### config.mk
export PLATFORM = sky130hd
export DESIGN_NAME = shift_register_circular_right5
export DESIGN_NICKNAME = d
export VERILOG_FILES = /design/src/rtl/shift_register_pkg.sv /design/src/rtl/dff_async_clr.sv /design/src/rtl/shift_register_circular_right5.sv
export SDC_FILE = /design/constraint.sdc
export NUM_CORES = 1
export LEC_CHECK = 0
export ABC_AREA = 0
export CORE_AREA = 2 2 39 41
export CTS_CLUSTER_SIZE = 8
export DETAILED_ROUTE_END_ITERATION = 16
export DIE_AREA = 0 0 41 43
export PLACE_DENSITY_LB_ADDON = 0.15
export SLEW_MARGIN = 20
export SYNTH_ARGS = -nofsm -noshare
export SYNTH_HDL_FRONTEND = slang
export SYNTH_SLANG_ARGS = --single-unit
export TNS_END_PERCENT = 20
### constraint.sdc
create_clock -name clockpulse -period 0.8 [get_ports clockpulse]
set_input_delay 0.16 -clock clockpulse [delete_from_list [all_inputs] [get_ports clockpulse]]
set_output_delay 0.16 -clock clockpulse [all_outputs]
set_load 0.02 [all_outputs]
### src/rtl/shift_register_pkg.sv
// Shared constants for the circular rotate-right shift register.
package shift_register_pkg;

  // Nominal register width; the block is built and verified at this size.
  localparam int SR_WIDTH = 5;

  // Value every bit takes while clear is asserted.
  localparam logic [SR_WIDTH-1:0] SR_RESET_VAL = '0;

endpackage : shift_register_pkg

### src/rtl/dff_async_clr.sv
// Single-bit D flip-flop with asynchronous active-low clear.
// RST_VAL selects the value forced while clr_n is low.
module dff_async_clr #(
  parameter logic RST_VAL = 1'b0
) (
  input  logic clk,
  input  logic clr_n,
  input  logic d,
  output logic q
);

  // Clear takes effect immediately; otherwise capture d on the rising edge.
  always_ff @(posedge clk or negedge clr_n) begin
    if (!clr_n) begin
      q <= RST_VAL;
    end else begin
      q <= d;
    end
  end

endmodule : dff_async_clr

### src/rtl/shift_register_circular_right5.sv
// Parallel-load circular rotate-right shift register with true and
// complemented outputs. Built from one async-clear flop per bit, each fed by
// its own next-state mux (preset bit / hold / left-hand neighbour).
//
// Optional build macro SR_HOLD_EN adds a 'hold' input that freezes the
// register on edges where no load is requested.
// Priority: clear > preset_enable > hold > rotate.
module shift_register_circular_right5
  import shift_register_pkg::*;
#(
  parameter int WIDTH = SR_WIDTH
) (
  input  logic             clockpulse,
  input  logic             clear,
  input  logic             preset_enable,
  input  logic [WIDTH-1:0] preset,
`ifdef SR_HOLD_EN
  input  logic             hold,
`endif
  output logic [WIDTH-1:0] signal_q,
  output logic [WIDTH-1:0] signal_q_
);

  localparam logic [WIDTH-1:0] RESET_VAL = WIDTH'(SR_RESET_VAL);

  logic [WIDTH-1:0] sig_q;

  genvar gi;
  generate
    for (gi = 0; gi < WIDTH; gi++) begin : g_bit
      // Rotating right: each bit takes its upper neighbour, the MSB wraps
      // around from bit 0.
      localparam int SRC = (gi == WIDTH - 1) ? 0 : gi + 1;

      logic bit_d;

      // Per-bit next-state select; preset only reaches the flop on a load,
      // so an unknown preset cannot leak into a rotate.
      always_comb begin
        bit_d = sig_q[SRC];
        if (preset_enable) begin
          bit_d = preset[gi];
        end
`ifdef SR_HOLD_EN
        else if (hold) begin
          bit_d = sig_q[gi];
        end
`endif
      end

      dff_async_clr #(
        .RST_VAL (RESET_VAL[gi])
      ) u_dff (
        .clk   (clockpulse),
        .clr_n (clear),
        .d     (bit_d),
        .q     (sig_q[gi])
      );
    end
  endgenerate

  assign signal_q  = sig_q;
  // Complement follows the register combinationally, reset included.
  assign signal_q_ = ~sig_q;

endmodule : shift_register_circular_right5

-- After elaboration in Yosys (flattened, before gate mapping)
Cells that the tools add are included.
- register bits after elaboration: 5
- bits in latches: 0
- bits in writable memories: 0
- bits in read-only memories: 0
- input port bits: 8
- word-level logic and storage cells: 11
- memories kept: 0
- $add $sub $neg: 0
- multipliers: 0
- divide/modulo/power cells: 0
- magnitude comparators: 0
- equal/unequal tests: 0
- shift-type cells: 0
- mux-type cells: 5
- bitwise logic cells: 1
- reduce and logical (&&, ||, !) cells: 0
- operators with widths (cell ; count):
    $mux 1 ; 5
    $not 5->5 ; 1

-- Logic depth before layout (Yosys ltp)
- depth after elaboration: 1
- mapped depth: 1

-- Cells and area by module
Synthesis repeated with hierarchy kept, for this count alone.
- cell total of the unflattened synthesis: 15
- area total of the unflattened synthesis: 200.2 um^2
- modules (own cells, without submodules) (module ; times used ; cells an instance ; area an instance (um^2) ; sequential area each (um^2)):
    dff_async_clr ; 5 ; 1 ; 25.0 ; 25.0
    shift_register_circular_right5 ; 1 ; 10 ; 75.1 ; 0.0

-- Worst setup path after synthesis
Ideal clock, no wire load.
- kind: register to register
- start point: register g_bit[1].u_dff.q
- end point: register g_bit[0].u_dff.q
- setup time: 125 ps
- arrival: 609 ps
- path slack: 66 ps
- cell stages (with the launch flop): 2
- path buffers: 0
- path through: dfrtp_1 -> mux2_2
- cells in the longest elaborated chain, start to end: 1
- ends and longest elaborated chain (what ; line ; source):
    start, declared ; dff_async_clr.sv:9 ; output logic q
    start signal, assigned ; dff_async_clr.sv:15 ; q <= RST_VAL;
    start signal, assigned ; dff_async_clr.sv:17 ; q <= d;
    $mux 1 ; shift_register_circular_right5.sv:41 ; if (preset_enable) begin
    net g_bit[0].bit_d ; shift_register_circular_right5.sv:35 ; logic bit_d;
    end signal, assigned ; dff_async_clr.sv:15 ;
    end signal, assigned ; dff_async_clr.sv:17 ;
    end, declared ; dff_async_clr.sv:9 ;
The timed path passes the listed nets, and every way through them passes these cells.

-- Worst setup path after layout
- start point: register g_bit[0].u_dff.q
- end point: output port signal_q_[0]
- cells in the longest elaborated chain, start to end: 1
- ends and longest elaborated chain (what ; line ; source):
    $not 5->5 ; shift_register_circular_right5.sv:64 ; assign signal_q_ = ~sig_q;
    end, declared ; shift_register_circular_right5.sv:21 ; output logic [WIDTH-1:0] signal_q_
No other way between the ends.

==> metrics.md <==
| Metric | Value |
|---|---|
| Storage cell area | `around 130 um^2` |
| Core region area | `roughly 0.0014 mm^2` |
| Area growth syn-to-layout | `73.2%` |
| Initial DRC Count | `4` |
| Pleak | `between 0.0002 and 0.00025 uW` |
| Final Cell Area | `412 um^2` |
| Top cell type's share of synthesized area | `between 50% and 60%` |
| Via count | `190` |
| Die width | `just over 40 um` |
| Synth cell types | `4` |
| Failing checks | `setup timing` |
| Die height | `around 43 um` |
| Buf/Inv on CP | `2` |
| Initial Util | `between 10% and 20%` |
| Mapped Avg Cell Area | `roughly 12 um^2` |
| Switch Pwr | `238 uW` |
| Flops & latches, synth | `5` |
| Htree depth | `1` |
| Gp weighted congestion | `between 0.5 and 0.6` |
| Drt wl/cell | `around 9.4 um` |
| Slew of the pin with the lowest slew margin | `about 0.25 ns` |
| Worst Path Required | `around 0.64 ns` |
| Global-route wire length before repair | `a little under 700 um` |
| Synth area leaders | `dfrtp_1 53%, mux2_2 24%, buf_4 16%, inv_1 7.9%` |
| Top reg by flops | `g_bit.u_dff.q` |
| Drt total wl | `approximately 510 um` |
| Final hold viol count | `0` |
| VDD IR max | `around 0.00068 V` |
| Post-DP HPWL | `~360 um` |
| Post-Syn Instances | `20` |
| Fmax achieved | `about 1.0 GHz` |
| Critical path, cell by cell | `inv_1, buf_6` |
| Synth area leader | `dfrtp_1` |
| Antenna-violating nets left | `0` |
| IO Port Bufs | `17` |
| Reg2reg end | `g_bit[0].u_dff.q` |
| Worst setup margin | `-0.180 ns` |
| Critical setup path kind | `flip-flop to output pin` |
| Synthesized Nets | `28` |
| Multi-input gate area | `around 56 um^2` |
| Final Cycle Share | `122%` |
| Clk pwr share | `a little over a third` |
| PwrDens | `around 2000 mW/mm^2` |
| Die area | `~0.0018 mm^2` |
| Pre-antenna DRT Iters | `2` |
| Clock Latency Late Sink | `0.24 ns` |
| Share of cells above drive strength 1 | `just under 60%` |
| Unrepaired setup endpoints after global routing | `true` |
| Sum of negative setup slack | `-1.73 ns` |
| Placement Cell Area | `just under 400 um^2` |
| Top flop regs | `g_bit.u_dff.q x5` |
| CTS tree | `done` |
| Antenna fix cells | `0` |
| Final Slew Violations | `0` |
| Vias in the first global route | `between 150 and 200` |
| Power share of the combinational group | `between 20 and 30%` |
| Sw Ratio | `28.5%` |
| Setup Viol. Count Final | `12` |
| Number of synthesis warnings | `0` |
| Number of buffers created by CTS | `3` |
| Total gr overflow | `0` |
| Status | `complete, but fails checks` |
| R2R Setup Slk | `-0.09 ns` |
| Clk sinks | `5` |
| Startpoint class of the critical path | `flip-flop` |
| Relative slew slack | `83.3%` |
| Largest net degree at the start of global routing | `6` |
| Worst Clk Skew | `between 0.00006 and 0.00007 ns` |
| Drt drc | `0` |
| Critical path's slowest cell | `dfrtp_1` |
| FF-to-FF Start | `g_bit[1].u_dff.q` |
| Seq/Total Area, Yosys | `a little over half` |
| R2R depth | `2` |
| Crit end category | `output pin` |
| Hold crit path type | `input port to asynchronous set/reset pin` |
| Critical path depth | `2` |
| Filler cells | `150` |
| Post-layout net count | `47` |
| Boundary Pins | `18` |
| Crit-path leading delay family | `flip-flops` |
| Total track usage | `under 10%` |
| Crit-path max FO | `3` |
| Row count | `14` |
| Register share of total power | `between 30% and 40%` |
| Initial antenna violation count | `0` |
| Synthesized area | `238 um^2` |
| Pint | `about 600 uW` |
| Cell at the root of the clock tree | `clkbuf_4` |
| Final min period | `0.980 ns` |
| Worst Path Arrival | `0.82 ns` |
| Max FFs per register | `5` |
| Via/cell ratio | `between 3 and 4` |
| Maxcap violations | `0` |
| Clk buf depth | `2` |
| Power Total | `836 uW` |
| Worst-path clk slew | `0.04 ns` |
| Worst path max stage delay | `0.39 ns` |
-- cell usage after synthesis --
cell	count
buf_4	5
dfrtp_1	5
inv_1	5
mux2_2	5
-- worst register-to-register path, cell delays in order (launching register included) --
cell and delay, ns:
dfrtp_1 0.39, buf_4 0.14, mux2_2 0.25
-- cells by family (layout without fill, tap and decap cells) --
| logic type | after synthesis | in the layout | share of synthesized area [%] |
|---|---|---|---|
| buffers and inverters | 10 | 28 | 23.7 |
| multiplexers | 5 | 5 | 23.7 |
| flip-flops | 5 | 5 | 52.6 |
-- per-layer routing --
layer | vias up | share of wire (%) | track usage [%]
li1 | 92 | - | -
met1 | 83 | 43 | 6.82
met2 | 15 | 40 | 7.50
met3 | 0 | 17 | 6.28
met4 | 0 | 0 | 6.00
met5 | - | 0 | 0
-- area by class of cell --
cell class / instances / share of cell area (%)
Tap cell: 16 / 4.86
Clock buffer: 4 / 6.38
Inverter: 5 / 4.56
Timing Repair Buffer: 19 / 40.1
Multi-Input combinational cell: 5 / 13.7
Sequential cell: 5 / 30.4
-- cells in the final DEF, fill, tap and decap left out, drive strengths merged --
| master | n |
|---|---|
| buf | 12 |
| clkdlybuf4s50 | 6 |
| mux2 | 5 |
| dfrtp | 5 |
| inv | 5 |
| clkbuf | 4 |
| dlygate4sd2 | 1 |
-- stage by stage --
stage,cells,hold slack (ns),worst slack [ns],utilization (%)
detailed placement,48,0.415,-0.445,28.2
global route,54,0.173,-0.216,29.7
global placement,48,0.410,-0.447,28.2
floorplan,20,-0.136,0.0664,-
CTS,54,0.149,-0.195,29.7
finish,54,0.150,-0.180,29.7
-- timing repair --
item	4_1_cts	5_1_grt
setup endpoints to repair	15	12
resized for setup	51	2
hold buffers	0	0
hold endpoints to repair	0	0
gates cloned	0	0
setup buffers	2	0
pin swaps	0	0
-- how the worst max path moves through the flow --
stage,start,endpoint,slack (ns)
CTS,g_bit[0].u_dff.q,signal_q_[0],-0.19
finish,g_bit[0].u_dff.q,signal_q_[0],-0.18
detailed placement,preset_enable,g_bit[0].u_dff.q,-0.44
global placement,preset_enable,g_bit[1].u_dff.q,-0.45
global route,g_bit[0].u_dff.q,signal_q_[0],-0.22
floorplan,g_bit[1].u_dff.q,g_bit[0].u_dff.q,0.07
-- power by group through the flow --
| stage | sequential [uW] | clock (uW) | combinational, uW |
|---|---|---|---|
| finish | 299 | 293 | 244 |
| global route | 302 | 321 | 263 |
| CTS | 297 | 313 | 248 |
| detailed placement | 302 | 0 | 247 |
| global placement | 301 | 0 | 250 |
| floorplan | 297 | 0 | 141 |
Power figures use the tool's default switching activity.
==> patch (same settings) <==
`SR_WIDTH`: 5 -> 4.
--- a/src/rtl/shift_register_pkg.sv
+++ b/src/rtl/shift_register_pkg.sv
@@ -2,7 +2,7 @@
 package shift_register_pkg;
 
   // Nominal register width; the block is built and verified at this size.
-  localparam int SR_WIDTH = 5;
+  localparam int SR_WIDTH = 4;
 
   // Value every bit takes while clear is asserted.
   localparam logic [SR_WIDTH-1:0] SR_RESET_VAL = '0;
Interface: changed (resized preset, signal_q and signal_q_); port bits go from 18 to 15. No check against the original RTL was run, so the function may have changed too.
==> patch against the original RTL <==
The run still ends with negative setup slack left; wire length fell by 22%; cell area fell by 17%; maximum frequency rose by 2.3%; critical path depth did not move; total power fell by 19%; count of clock-buffer cells in the layout fell by 1; clock power fell by 18%; area after synthesis fell by 20%; combinational power fell by 19%; sequential cell count fell by 1; worst setup slack improved by 0.022 ns; hold slack got worse by 0.025 ns; global-route usage fell by 0.38 points; critical endpoint is now signal_q_[2].
==> patch: results <==
export IMPL_highest_layer="met3"
export IMPL_synth_nets=23
export IMPL_setup_ws_ns=-0.157
export IMPL_status="finished with violations"
export IMPL_grt_overflow=0
export IMPL_cp_arrival_ns=0.80
export IMPL_synth_seq_area_share_pct=52.6
export IMPL_max_stage_delay_ns=0.39
export IMPL_wl_met1_um=140
export IMPL_yosys_warnings=0
export IMPL_cts_resized=41
export IMPL_ys_types=4
export IMPL_cts_setup_buffers=0
export IMPL_num_vias=142
export IMPL_portBuffers=14
export IMPL_gp_congestion=0.625
export IMPL_fillCellCount=147
export IMPL_violations="negative setup slack"
export IMPL_fin_nets=40
export IMPL_cpLargestDelayFamily="flip-flops"
export IMPL_ys_async_sr_fraction_pct=100
export IMPL_root_buffer="clkbuf_4"
export IMPL_dr_wl_met2_um=232
export IMPL_routedWlPerCell_um=8.51
export IMPL_drt_iter0_drc=0
export IMPL_reg_largest_list="g_bit.u_dff.q: 4 flops"
export IMPL_cts_buffers_inserted=3
export IMPL_synthTopCellsByCount="buf_4, dfrtp_1, inv_1, mux2_2"
export IMPL_clock_latency_ns=0.23
export IMPL_finClkSkew_ns=0.000386
export IMPL_drtPass1Iterations=1
export IMPL_grt_total_usage_pct=6.26
export IMPL_grt_pass1_vias=161
export IMPL_p_leak_nw=0.172
export IMPL_peakVddDrop_mv=0.571
export IMPL_critPathSlowestCell="dfrtp_1"
export IMPL_setup_viol=10
export IMPL_cts_buffer_depth=2
export IMPL_setup_tns_final_ns=-1.33
export IMPL_wl_met3_um=26
export IMPL_htreeDepth=1
export IMPL_grt_start_max_net_pins=5
export IMPL_drive_gt1_share_pct=54.8
export IMPL_tightestPinTransition_ns=0.168
## patch: power by group
part | internal [mW] | switching [mW]
Combinational | 0.107 | 0.0910
Sequential | 0.224 | 0.0148
Clock | 0.167 | 0.0739
Total | 0.498 | 0.180
## patch: metrics by stage
step	setup slack (ns)	instances	area, µm²
final	-0.157	47	342
after global placement	-0.390	44	335
after floorplan	0.0664	16	190
after global routing	-0.206	47	342
after detailed placement	-0.403	44	335
after CTS	-0.178	47	342
## patch: final timing paths
check                                 startpoint          endpoint  slack (ns)  cells after the start
worst max-delay path            g_bit[2].u_dff.q      signal_q_[2]       -0.16                      2
worst min-delay path                       clear  g_bit[2].u_dff.q        0.13                      1
worst max register to register  g_bit[3].u_dff.q  g_bit[2].u_dff.q       -0.09                      2
worst min register to register  g_bit[0].u_dff.q  g_bit[3].u_dff.q        0.53                      1
max in group asynchronous                  clear  g_bit[3].u_dff.q        0.52                      1
min in group clockpulse            preset_enable  g_bit[1].u_dff.q        0.42                      2
## patch: worst register-to-register path, cell delays in order (launching register included)
cell	delay, ns
dfrtp_1	0.38
buf_4	0.13
mux2_2	0.25
## patch: cell families after synthesis
group | after synthesis | synth area share [%]
buffers and inverters | 8 | 23.7
multiplexers | 4 | 23.7
flip-flops | 4 | 52.6
## patch: final cells by class
cell class	count	area, µm²	area share [%]
Timing Repair Buffer	16	139	40.7
Sequential cell	4	100	29.3
Multi-Input combinational cell	4	45.0	13.2
Clock buffer	3	22.5	6.59
Tap cell	16	20.0	5.86
Inverter	4	15.0	4.40
## patch: layer usage
layer  vias up  track usage, %
met5         -               0
met4         0            8.00
met3         0            1.57
met2         5            8.75
met1        63            6.23
li1         74               -
